## src/rtl/rob_pkg.sv

```systemverilog
// Shared types and widths for the reorder buffer: register-tag widths and the ROB entry layout.
package rob_pkg;

    localparam int unsigned AREG_W = 5;
    localparam int unsigned PREG_W = 6;

    typedef struct packed {
        logic              valid;
        logic              done;
        logic [AREG_W-1:0] rd;
        logic [PREG_W-1:0] p_rd;
        logic [PREG_W-1:0] p_old_rd;
    } rob_entry_t;

    // Number of set bits in a 2-slot strobe.
    function automatic logic [1:0] pop2(input logic [1:0] v);
        return {1'b0, v[0]} + {1'b0, v[1]};
    endfunction

endpackage

```

## src/rtl/reorder_buffer_if.sv

```systemverilog
// Dispatch / completion / commit bundle of the reorder buffer.
// master drives dispatch and completion, slave is the ROB.
interface reorder_buffer_if
    import rob_pkg::*;
#(
    parameter int unsigned DEPTH  = 16,
    parameter int unsigned FU_CNT = 3
);
    localparam int unsigned IDX_W = $clog2(DEPTH);
    localparam int unsigned CNT_W = IDX_W + 1;

    logic [1:0]              disp_valid;
    logic [AREG_W-1:0]       disp_rd0;
    logic [AREG_W-1:0]       disp_rd1;
    logic [PREG_W-1:0]       disp_p_rd0;
    logic [PREG_W-1:0]       disp_p_rd1;
    logic [PREG_W-1:0]       disp_p_old_rd0;
    logic [PREG_W-1:0]       disp_p_old_rd1;
    logic                    disp_ready;
    logic [IDX_W-1:0]        disp_rob_idx0;
    logic [IDX_W-1:0]        disp_rob_idx1;

    logic [FU_CNT-1:0]       cmpl_valid;
    logic [FU_CNT*IDX_W-1:0] cmpl_rob_idx;

    logic [1:0]              commit_valid;
    logic [AREG_W-1:0]       commit_rd0;
    logic [AREG_W-1:0]       commit_rd1;
    logic [PREG_W-1:0]       commit_p_rd0;
    logic [PREG_W-1:0]       commit_p_rd1;
    logic [1:0]              free_valid;
    logic [PREG_W-1:0]       free_preg0;
    logic [PREG_W-1:0]       free_preg1;
    logic [CNT_W-1:0]        rob_count;

    modport master (
        output disp_valid, disp_rd0, disp_rd1, disp_p_rd0, disp_p_rd1,
               disp_p_old_rd0, disp_p_old_rd1, cmpl_valid, cmpl_rob_idx,
        input  disp_ready, disp_rob_idx0, disp_rob_idx1, commit_valid,
               commit_rd0, commit_rd1, commit_p_rd0, commit_p_rd1,
               free_valid, free_preg0, free_preg1, rob_count
    );

    modport slave (
        input  disp_valid, disp_rd0, disp_rd1, disp_p_rd0, disp_p_rd1,
               disp_p_old_rd0, disp_p_old_rd1, cmpl_valid, cmpl_rob_idx,
        output disp_ready, disp_rob_idx0, disp_rob_idx1, commit_valid,
               commit_rd0, commit_rd1, commit_p_rd0, commit_p_rd1,
               free_valid, free_preg0, free_preg1, rob_count
    );

endinterface

```

## src/rtl/rob_commit_select.sv

```systemverilog
// Two-wide in-order commit pick from the two oldest ROB entries.
module rob_commit_select
    import rob_pkg::*;
(
    input  logic       en_i,
    input  rob_entry_t head0_i,
    input  rob_entry_t head1_i,
    output logic [1:0] commit_valid_o,
    output logic [1:0] free_valid_o
);

    logic c0;
    logic c1;

    // Slot 1 may only retire behind slot 0; x0 never owns a physical register.
    always_comb begin
        c0             = 1'b0;
        c1             = 1'b0;
        commit_valid_o = 2'b00;
        free_valid_o   = 2'b00;
        c0             = en_i & head0_i.valid & head0_i.done;
        c1             = c0 & head1_i.valid & head1_i.done;
        commit_valid_o = {c1, c0};
        free_valid_o   = {c1 & (head1_i.rd != '0), c0 & (head0_i.rd != '0)};
    end

endmodule

```

## src/rtl/reorder_buffer.sv

```systemverilog
// Reorder buffer: 2-wide dispatch, FU_CNT completion ports, 2-wide in-order commit.
// Optional ROB_STATS_EN adds a 32-bit retired-instruction counter (retired_cnt).
module reorder_buffer
    import rob_pkg::*;
#(
    parameter int unsigned DEPTH  = 16,
    parameter int unsigned FU_CNT = 3
) (
    input  logic             clk,
    input  logic             reset,
    reorder_buffer_if.slave  rob
`ifdef ROB_STATS_EN
    ,
    output logic [31:0]      retired_cnt
`endif
);

    localparam int unsigned IDX_W = $clog2(DEPTH);
    localparam int unsigned CNT_W = IDX_W + 1;

    rob_entry_t       entries_q [DEPTH];
    rob_entry_t       entries_d [DEPTH];
    logic [IDX_W-1:0] head_q, head_d;
    logic [IDX_W-1:0] tail_q, tail_d;
    logic [CNT_W-1:0] count_q, count_d;

    logic             ready_c;
    logic [1:0]       fire_c;
    logic [IDX_W-1:0] idx0_c, idx1_c, head1_c, cidx_c;
    logic [1:0]       commit_c, free_c;
    logic [1:0]       ndisp_c, ncommit_c;
    rob_entry_t       head0_e, head1_e;

    // Readiness uses the registered count only; a same-cycle commit does not help.
    assign ready_c = (count_q <= CNT_W'(DEPTH - 2));
    assign fire_c  = ready_c ? rob.disp_valid : 2'b00;
    assign idx0_c  = tail_q;
    assign idx1_c  = tail_q + IDX_W'(rob.disp_valid[0]);
    assign head1_c = head_q + IDX_W'(1);
    assign head0_e = entries_q[head_q];
    assign head1_e = entries_q[head1_c];

    rob_commit_select u_commit_select (
        .en_i          (~reset),
        .head0_i       (head0_e),
        .head1_i       (head1_e),
        .commit_valid_o(commit_c),
        .free_valid_o  (free_c)
    );

    assign ndisp_c   = pop2(fire_c);
    assign ncommit_c = pop2(commit_c);

    // Next state: completions, then commit invalidation, then allocation.
    always_comb begin
        entries_d = entries_q;
        cidx_c    = '0;
        for (int i = 0; i < int'(FU_CNT); i++) begin
            cidx_c = rob.cmpl_rob_idx[i*IDX_W +: IDX_W];
            if (rob.cmpl_valid[i] && entries_q[cidx_c].valid) begin
                entries_d[cidx_c].done = 1'b1;
            end
        end
        if (commit_c[0]) begin
            entries_d[head_q] = '0;
        end
        if (commit_c[1]) begin
            entries_d[head1_c] = '0;
        end
        if (fire_c[0]) begin
            entries_d[idx0_c] = '{valid: 1'b1, done: 1'b0, rd: rob.disp_rd0,
                                  p_rd: rob.disp_p_rd0, p_old_rd: rob.disp_p_old_rd0};
        end
        if (fire_c[1]) begin
            entries_d[idx1_c] = '{valid: 1'b1, done: 1'b0, rd: rob.disp_rd1,
                                  p_rd: rob.disp_p_rd1, p_old_rd: rob.disp_p_old_rd1};
        end
        head_d  = head_q + IDX_W'(ncommit_c);
        tail_d  = tail_q + IDX_W'(ndisp_c);
        count_d = count_q + CNT_W'(ndisp_c) - CNT_W'(ncommit_c);
    end

    always_ff @(posedge clk) begin
        if (reset) begin
            head_q  <= '0;
            tail_q  <= '0;
            count_q <= '0;
            for (int i = 0; i < int'(DEPTH); i++) begin
                entries_q[i] <= '0;
            end
        end else begin
            head_q    <= head_d;
            tail_q    <= tail_d;
            count_q   <= count_d;
            entries_q <= entries_d;
        end
    end

    // Outputs are forced quiet while reset is held so nothing leaks from stale state.
    assign rob.disp_ready    = reset | ready_c;
    assign rob.disp_rob_idx0 = reset ? '0 : idx0_c;
    assign rob.disp_rob_idx1 = reset ? '0 : idx1_c;
    assign rob.rob_count     = reset ? '0 : count_q;

    assign rob.commit_valid  = commit_c;
    assign rob.commit_rd0    = commit_c[0] ? head0_e.rd   : '0;
    assign rob.commit_rd1    = commit_c[1] ? head1_e.rd   : '0;
    assign rob.commit_p_rd0  = commit_c[0] ? head0_e.p_rd : '0;
    assign rob.commit_p_rd1  = commit_c[1] ? head1_e.p_rd : '0;
    assign rob.free_valid    = free_c;
    assign rob.free_preg0    = free_c[0] ? head0_e.p_old_rd : '0;
    assign rob.free_preg1    = free_c[1] ? head1_e.p_old_rd : '0;

`ifdef ROB_STATS_EN
    logic [31:0] retired_q;

    always_ff @(posedge clk) begin
        if (reset) begin
            retired_q <= '0;
        end else begin
            retired_q <= retired_q + 32'(ncommit_c);
        end
    end

    assign retired_cnt = retired_q;
`endif

endmodule

```

## src/flat_wrapper.sv

```systemverilog
// flat-port wrapper written by rule: the top's interface ports become plain ports
module reorder_buffer_flat import rob_pkg::*;
#(
    parameter int unsigned DEPTH  = 16,
    parameter int unsigned FU_CNT = 3
)
  (clk, reset, rob_disp_valid, rob_disp_rd0, rob_disp_rd1, rob_disp_p_rd0, rob_disp_p_rd1, rob_disp_p_old_rd0, rob_disp_p_old_rd1, rob_cmpl_valid, rob_cmpl_rob_idx, rob_disp_ready, rob_disp_rob_idx0, rob_disp_rob_idx1, rob_commit_valid, rob_commit_rd0, rob_commit_rd1, rob_commit_p_rd0, rob_commit_p_rd1, rob_free_valid, rob_free_preg0, rob_free_preg1, rob_rob_count);
  reorder_buffer_if #(.DEPTH(DEPTH), .FU_CNT(FU_CNT)) rob_i ();
  input  logic clk;
  input  logic reset;
  input wire logic [$bits(rob_i.disp_valid)-1:0] rob_disp_valid;
  input wire logic [$bits(rob_i.disp_rd0)-1:0] rob_disp_rd0;
  input wire logic [$bits(rob_i.disp_rd1)-1:0] rob_disp_rd1;
  input wire logic [$bits(rob_i.disp_p_rd0)-1:0] rob_disp_p_rd0;
  input wire logic [$bits(rob_i.disp_p_rd1)-1:0] rob_disp_p_rd1;
  input wire logic [$bits(rob_i.disp_p_old_rd0)-1:0] rob_disp_p_old_rd0;
  input wire logic [$bits(rob_i.disp_p_old_rd1)-1:0] rob_disp_p_old_rd1;
  input wire logic [$bits(rob_i.cmpl_valid)-1:0] rob_cmpl_valid;
  input wire logic [$bits(rob_i.cmpl_rob_idx)-1:0] rob_cmpl_rob_idx;
  output wire logic [$bits(rob_i.disp_ready)-1:0] rob_disp_ready;
  output wire logic [$bits(rob_i.disp_rob_idx0)-1:0] rob_disp_rob_idx0;
  output wire logic [$bits(rob_i.disp_rob_idx1)-1:0] rob_disp_rob_idx1;
  output wire logic [$bits(rob_i.commit_valid)-1:0] rob_commit_valid;
  output wire logic [$bits(rob_i.commit_rd0)-1:0] rob_commit_rd0;
  output wire logic [$bits(rob_i.commit_rd1)-1:0] rob_commit_rd1;
  output wire logic [$bits(rob_i.commit_p_rd0)-1:0] rob_commit_p_rd0;
  output wire logic [$bits(rob_i.commit_p_rd1)-1:0] rob_commit_p_rd1;
  output wire logic [$bits(rob_i.free_valid)-1:0] rob_free_valid;
  output wire logic [$bits(rob_i.free_preg0)-1:0] rob_free_preg0;
  output wire logic [$bits(rob_i.free_preg1)-1:0] rob_free_preg1;
  output wire logic [$bits(rob_i.rob_count)-1:0] rob_rob_count;
  assign rob_i.disp_valid = rob_disp_valid;
  assign rob_i.disp_rd0 = rob_disp_rd0;
  assign rob_i.disp_rd1 = rob_disp_rd1;
  assign rob_i.disp_p_rd0 = rob_disp_p_rd0;
  assign rob_i.disp_p_rd1 = rob_disp_p_rd1;
  assign rob_i.disp_p_old_rd0 = rob_disp_p_old_rd0;
  assign rob_i.disp_p_old_rd1 = rob_disp_p_old_rd1;
  assign rob_i.cmpl_valid = rob_cmpl_valid;
  assign rob_i.cmpl_rob_idx = rob_cmpl_rob_idx;
  assign rob_disp_ready = rob_i.disp_ready;
  assign rob_disp_rob_idx0 = rob_i.disp_rob_idx0;
  assign rob_disp_rob_idx1 = rob_i.disp_rob_idx1;
  assign rob_commit_valid = rob_i.commit_valid;
  assign rob_commit_rd0 = rob_i.commit_rd0;
  assign rob_commit_rd1 = rob_i.commit_rd1;
  assign rob_commit_p_rd0 = rob_i.commit_p_rd0;
  assign rob_commit_p_rd1 = rob_i.commit_p_rd1;
  assign rob_free_valid = rob_i.free_valid;
  assign rob_free_preg0 = rob_i.free_preg0;
  assign rob_free_preg1 = rob_i.free_preg1;
  assign rob_rob_count = rob_i.rob_count;
  reorder_buffer #(.DEPTH(DEPTH), .FU_CNT(FU_CNT)) u_core (.clk(clk), .reset(reset), .rob(rob_i));
endmodule
```

## config.mk

```make
export PLATFORM = sky130hd
export DESIGN_NAME = reorder_buffer_flat
export DESIGN_NICKNAME = d
export VERILOG_FILES = /design/src/rtl/rob_pkg.sv /design/src/rtl/reorder_buffer_if.sv /design/src/rtl/rob_commit_select.sv /design/src/rtl/reorder_buffer.sv /design/src/flat_wrapper.sv
export SDC_FILE = /design/constraint.sdc
export NUM_CORES = 1
export LEC_CHECK = 0
export CORE_ASPECT_RATIO = 1.2
export CORE_MARGIN = 4
export CORE_UTILIZATION = 45
export DETAILED_ROUTE_END_ITERATION = 8
export PLACE_DENSITY = 0.72
export SLEW_MARGIN = 40
export SYNTH_ARGS = -nofsm -noshare
export SYNTH_HDL_FRONTEND = slang
export SYNTH_SLANG_ARGS = --single-unit
```

## constraint.sdc

```tcl
create_clock -name clk -period 7.63 [get_ports clk]
set_clock_uncertainty 0.05 [all_clocks]
set_input_delay 1.526 -clock clk [delete_from_list [all_inputs] [get_ports clk]]
set_output_delay 1.526 -clock clk [all_outputs]
set_load 0.02 [all_outputs]
```

# ---- Word-level counts from Yosys, hierarchy flattened
# Index checks and enable logic that the tools add are counted.
dict set report word_totals {
  regBits 317
  wordCells 188
}
dict set report op_classes {
  n_mux 51
  n_reduce_logical 12
  order_cmp 15
  addsub 8
  n_bitwise 19
}
# operator count
set ops {}
lappend ops {{$mux W304} 7}
lappend ops {{$bwmux W304} 5}
lappend ops {{$and A304 B304 Y304} 2}
lappend ops {{$not A304 Y304} 2}
lappend ops {{$demux W19 S4} 7}
lappend ops {{$bmux W19 S4} 5}
lappend ops {{$mux W19} 14}
lappend ops {{$mux W18} 3}
lappend ops {{$ge A5 B5 Y1 const B} 7}
lappend ops {{$lt A5 B1 Y1 const B} 7}
lappend ops {{$not A4 Y5} 7}
lappend ops {{$mux W6} 4}
lappend ops {{$mux W5} 3}
lappend ops {{$logic_and A1 B1 Y1} 10}
lappend ops {{$reduce_bool A5 Y1} 2}
lappend ops {{$add A4 B2 Y4} 2}
lappend ops {{$mux W4} 2}
lappend ops {{$and A1 B1 Y1} 6}
lappend ops {{$add A5 B2 Y5} 1}
lappend ops {{$le A5 B4 Y1 const B} 1}
lappend ops {{$sub A5 B2 Y5} 1}
lappend ops {{$add A1 B1 Y2} 2}
lappend ops {{$add A4 B1 Y4} 1}
lappend ops {{$add A4 B1 Y4 const B} 1}
lappend ops {{other kinds (3)} 3}

# ---- Depth between registers and ports, before layout
dict set report depth {
  depth_word 19
  mapped_depth 25
}

# ---- Cells and area by module
# From an unflattened synthesis, not the netlist that was laid out.
dict set report unflattened {
  cells_unflattened 2340
  area_unflattened_um2 21553.2
}
# module instances area_each_um2 cells_per_inst
set modules_own_cells {}
lappend modules_own_cells {reorder_buffer 1 21491.9 2332}
lappend modules_own_cells {rob_commit_select 1 61.3 8}

# ---- Least setup slack after synthesis
# No wires, ideal clock.
dict set report synth_timing {
  path_kind {reg2out}
  startpoint {register u_core.head_q[0]}
  endpoint {output port rob_free_preg1[0]}
  arrival_time_ps 3425
  stages_incl_launch_ff 14
  slack_ps 2629
  cell_sequence {dfxtp_1 > buf_6 > buf_6 > inv_1 > ha_1 > buf_2 > buf_2 > buf_2 > buf_2 > mux4_2 > mux4_2 > nor2_1 > nand4_1 > and3_1}
}
dict set report synth_between {
  elab_chain_len 10
  elab_cells_between_ends 16
  classes_between {add/sub: 1; mux: 7; bitwise: 7; reduce/logical: 1}
}
# item line_no
set synth_rtl {}
lappend synth_rtl {{from (decl)} reorder_buffer.sv:23} ;# logic [IDX_W-1:0] head_q, head_d;
lappend synth_rtl {{from (signal assigned)} reorder_buffer.sv:85} ;# head_q <= '0;
lappend synth_rtl {{from (signal assigned)} reorder_buffer.sv:92} ;# head_q <= head_d;
lappend synth_rtl {{parallel branches: the longest is 9 deep, another holds $add A4 B1 Y4} --}
lappend synth_rtl {{$mux W6 (*)} reorder_buffer.sv:112} ;# assign rob.free_preg1 = free_c[1] ? head1_e.p_old_rd : '0;
lappend synth_rtl {{to (decl)} flat_wrapper.sv:30} ;# output wire logic [$bits(rob_i.free_preg1)-1:0] rob_free_preg1;
# Every way passes the cells marked *. The select of a mux whose other input is x is not followed.

# ---- Final worst setup path
dict set report layout_timing {
  startpoint {register u_core.head_q[0]}
  endpoint {output port rob_free_preg1[5]}
}
# Same word-level chain as after synthesis.

==> impl_results.md <==
* Status: finished, final reports clean
* Layout cell share with drive strength beyond 1 at between 10% and 20%
* Initial antenna violation count at 8
* M3 GR Usage at 12.14%
* Synth Area in XOR/XNOR at 0.4983%
* Busiest layer in global routing: met2
* Type of origin of the critical path: register
* Synth Area in Simple Gates at 20.78%
* Post-layout net count at 2255
* CTS tree: yes
* M2 GR Usage at a little under half
* Syn_area_per_cell at ~9.2 um^2
* Post-synthesis mux area share at between 20% and 30%
* Number of fill cells at 4102
* Setup Fix Bufs, Post-CTS at 0
* WL final at 87520 um
* Die Y at 245.2 um
* Worst R2R Start: u_core.head_q[1]
* Period utilization at between 90% and 100%
* Bufs on Longest Clock Path at 3
* Via Count at between 20000 and 25000
* Sequential cell area at around 6400 um^2
* Detail Route Antenna Nets at 0
* Post-cts repair resize count at 0
* Placed Cells at 2750
* CP max stage cell: dfxtp_4
* Slew @ Worst Pin at about 0.92 ns
* Mapped Cells at about 2300
* Warnings, synthesis at 0
* Clock root buffer: clkbuf_16
* Worst EP required at about 6.1 ns
* CTS Hold Bufs at 0
* Worst Reg-to-Reg Cells at 21
* Crit Path Max Fanout at 47
* Vias in the first global route at 20380
* Mapped Nets at between 2000 and 2500
* Die Width at roughly 200 um
* Register bit count reported by yosys at 317
* M1 GR Usage at around two fifths
* R2R Setup Slk at roughly 1.7 ns
* Footprint of the multi-input gates at 13350 um^2
* Most used cell, CP: mux4_2
* Final Hold Fails at 0
* Total grt overflow at 0
* Row count at 86
* Iteration-0 DRC Markers at 3911
* Setup TNS at 0 ns
* Slew HR at between 30 and 40%
* Die area at about 50000 um^2
* First-pass GRT wire length at 128600 um
* Synthesized cell area at approximately 21000 um^2
* # IOs at ~110
* Maximum number of pins on one net before global-route repair at 97
* Slowest stage delay, CP at between 0.7 and 0.8 ns
* Final worst slack at 0.6303 ns
* Hold Path Class: reg2reg
* Leak at 0.007784 uW
* Peak Freq at ~140 MHz
* Crit. End Element: output pin
* Crit path time final at between 6 and 7 ns
* P per Cell Area at about 220 nW/um^2
* Critical path destination: rob_free_preg1[5]
* Routability cong. at about 1.0
* Layout area overhead at 10.48%
* Final Util at 50.48%
* VDD IR max at approximately 160 uV
* Largest family of logic cells by synthesized area: simple AND/OR/NAND/NOR gates
* Inserted Clock Buffers at 37
* Worst-path clk slew at 0.06 ns
* CP Class: reg2out
* Crit path cell chain: inv_1 -> ha_4 -> buf_12 -> mux4_2 -> mux4_2 -> nor2_1 -> nand4_1 -> and3_1 -> clkdlybuf4s50_1
* CP startpoint: u_core.head_q[0]
* CP Data Arrival Time at roughly 5.4 ns
* Adder-Cell Fraction of Synth Area at roughly 1.7%
* Unrepaired setup endpoints after global routing: no
* # clock sinks at around 320
* Routed length per instance at a little over 30 um
* Starting Density at ~46%
* RR Endpoint: u_core.count_q[4]
* Initial DRT Pass Iterations at 6
* Register area share after synthesis at about 30%
* Vias per inst at between 7 and 8
* GRT Total Usage at 33.26%
* Setup WS pre-CTS at about 1.3 ns
* Fin. max-slew vios at 0
* CTS H-tree depth at 2
* Post-synth ARST share at 0%
* Detailed Place HPWL at 54560 um
* Hold slack at around 0.46 ns
* IO Port Bufs at around 100
* Final Non-Filler Cells at between 2000 and 3000
* Clk Latency, worst-skew pair at around 0.53 ns
* Post-synth EDFFs at 0
* Compound-Gate Fraction of Synth Area at a little under 20%
* Cell variety after synth at 85
* Setup violations, final at 0
* Core Region at ~46000 um^2
* Synth Flop Type: dfxtp_1
* Max Cap Viol at 0
* Drc violations at 0
-- cells by family after synthesis --
group | after synthesis
xor+xnor | 12
mux | 199
buf+inv | 334
simple gates | 887
flops | 317
compound gates | 507
fa+ha+maj | 27
-- worst max-delay path: cells and delay by family, from the launching register on --
family / cells / cell delay, ns
mux: 2 / 1.07
simple gates: 3 / 1.06
flops: 1 / 0.78
buf+inv: 3 / 1.18
fa+ha+maj: 1 / 0.70
-- placed cells by master (no fill, tap or decap), types with 33 or more instances in the layout --
cell type / count
nand3_1: 35
nor3_1: 97
clkbuf_16: 38
inv_1: 36
nand2_1: 223
mux4_2: 178
a221oi_1: 65
a32oi_1: 52
nor2_1: 266
nand4_1: 85
clkdlybuf4s50_1: 101
a311oi_1: 51
buf_4: 33
o21ai_0: 40
a211oi_1: 70
dfxtp_1: 313
a21oi_1: 39
a31oi_1: 69
-- power by group --
part	switching, uW	leakage (uW)	internal (uW)
combinational	813	0.00463	537
clock	760	0.000593	1040
sequential	171	0.00257	1820
total	1740	0.00778	3400
-- routing by layer --
metal | wire (um) | share of wire [%] | up-vias
li1 | - | - | 8570
met1 | 29790 | 34 | 10260
met2 | 36430 | 42 | 2131
met3 | 13650 | 16 | 540
met4 | 7601 | 8.7 | 8
met5 | 59 | 0.067 | -
-- layout make-up --
class                      count  share of cell area [%]
clock inverter                17                  0.6604
clock buffer                  48                   4.499
multi-input combinational   1632                   57.28
tap                          616                   3.307
sequential                   317                   27.28
antenna                        3                 0.03221
inverter                      37                  0.6174
timing repair buffer         150                   6.325
-- worst min-delay path by stage --
| stage | from | end | slack (ns) | depth (start not counted) |
|---|---|---|---|---|
| 2_1_floorplan | u_core.entries_q[80] | u_core.entries_q[80] | 0.42 | 2 |
| 5_1_grt | u_core.entries_q[159] | u_core.entries_q[159] | 0.47 | 2 |
| 3_3_place_gp | u_core.entries_q[87] | u_core.entries_q[87] | 0.44 | 2 |
| 3_5_place_dp | u_core.entries_q[159] | u_core.entries_q[159] | 0.44 | 2 |
| 4_1_cts | u_core.entries_q[177] | u_core.entries_q[177] | 0.45 | 2 |
| 6_report | u_core.entries_q[177] | u_core.entries_q[177] | 0.46 | 2 |
-- state kept, by name (all words and copies together) (netlist names) --
| name | flops |
|---|---|
| u_core.count_q | 5 |
| u_core.entries_q | 304 |
| u_core.head_q | 4 |
| u_core.idx0_c | 4 |
-- Yosys cell counts (5+ instances only) --
cell / number / area, um^2
a311oi_1: 51 / 446.7
nand2_1: 239 / 897.1
a221oi_1: 65 / 569.3
ha_1: 23 / 287.8
nand4_1: 85 / 531.8
nand2b_1: 9 / 56.30
nor2_1: 266 / 998.5
o21ai_0: 40 / 200.2
dfxtp_1: 317 / 6346
clkbuf_1: 167 / 626.9
xor2_1: 8 / 70.07
nand3b_1: 6 / 45.04
inv_1: 36 / 135.1
a31oi_1: 69 / 431.7
a211oi_1: 71 / 533.0
buf_4: 18 / 135.1
a32oi_1: 52 / 455.4
and2_1: 35 / 219.0
and3_1: 25 / 156.4
nand4b_1: 5 / 43.79
nand3_1: 35 / 175.2
o22ai_1: 23 / 143.9
o221ai_1: 23 / 201.4
nor2b_1: 21 / 131.4
a221oi_2: 20 / 300.3
buf_6: 13 / 146.4
mux2i_1: 17 / 170.2
a21oi_1: 40 / 200.2
mux4_2: 178 / 4009
nor3_2: 20 / 200.2
a21o_1: 6 / 45.04
nor3_1: 97 / 485.5
or2_2: 5 / 31.28
buf_1: 26 / 97.59
buf_2: 69 / 345.3
-- through the flow --
| step | total power [uW] | cell area, um^2 |
|---|---|---|
| 2_1_floorplan | 2824 | 21090 |
| 3_3_place_gp | 3205 | 21860 |
| 3_5_place_dp | 3279 | 22050 |
| 4_1_cts | 5049 | 23260 |
| 5_1_grt | 5266 | 23300 |
| 6_report | 5140 | 23300 |
Power figures use the tool's default switching activity.
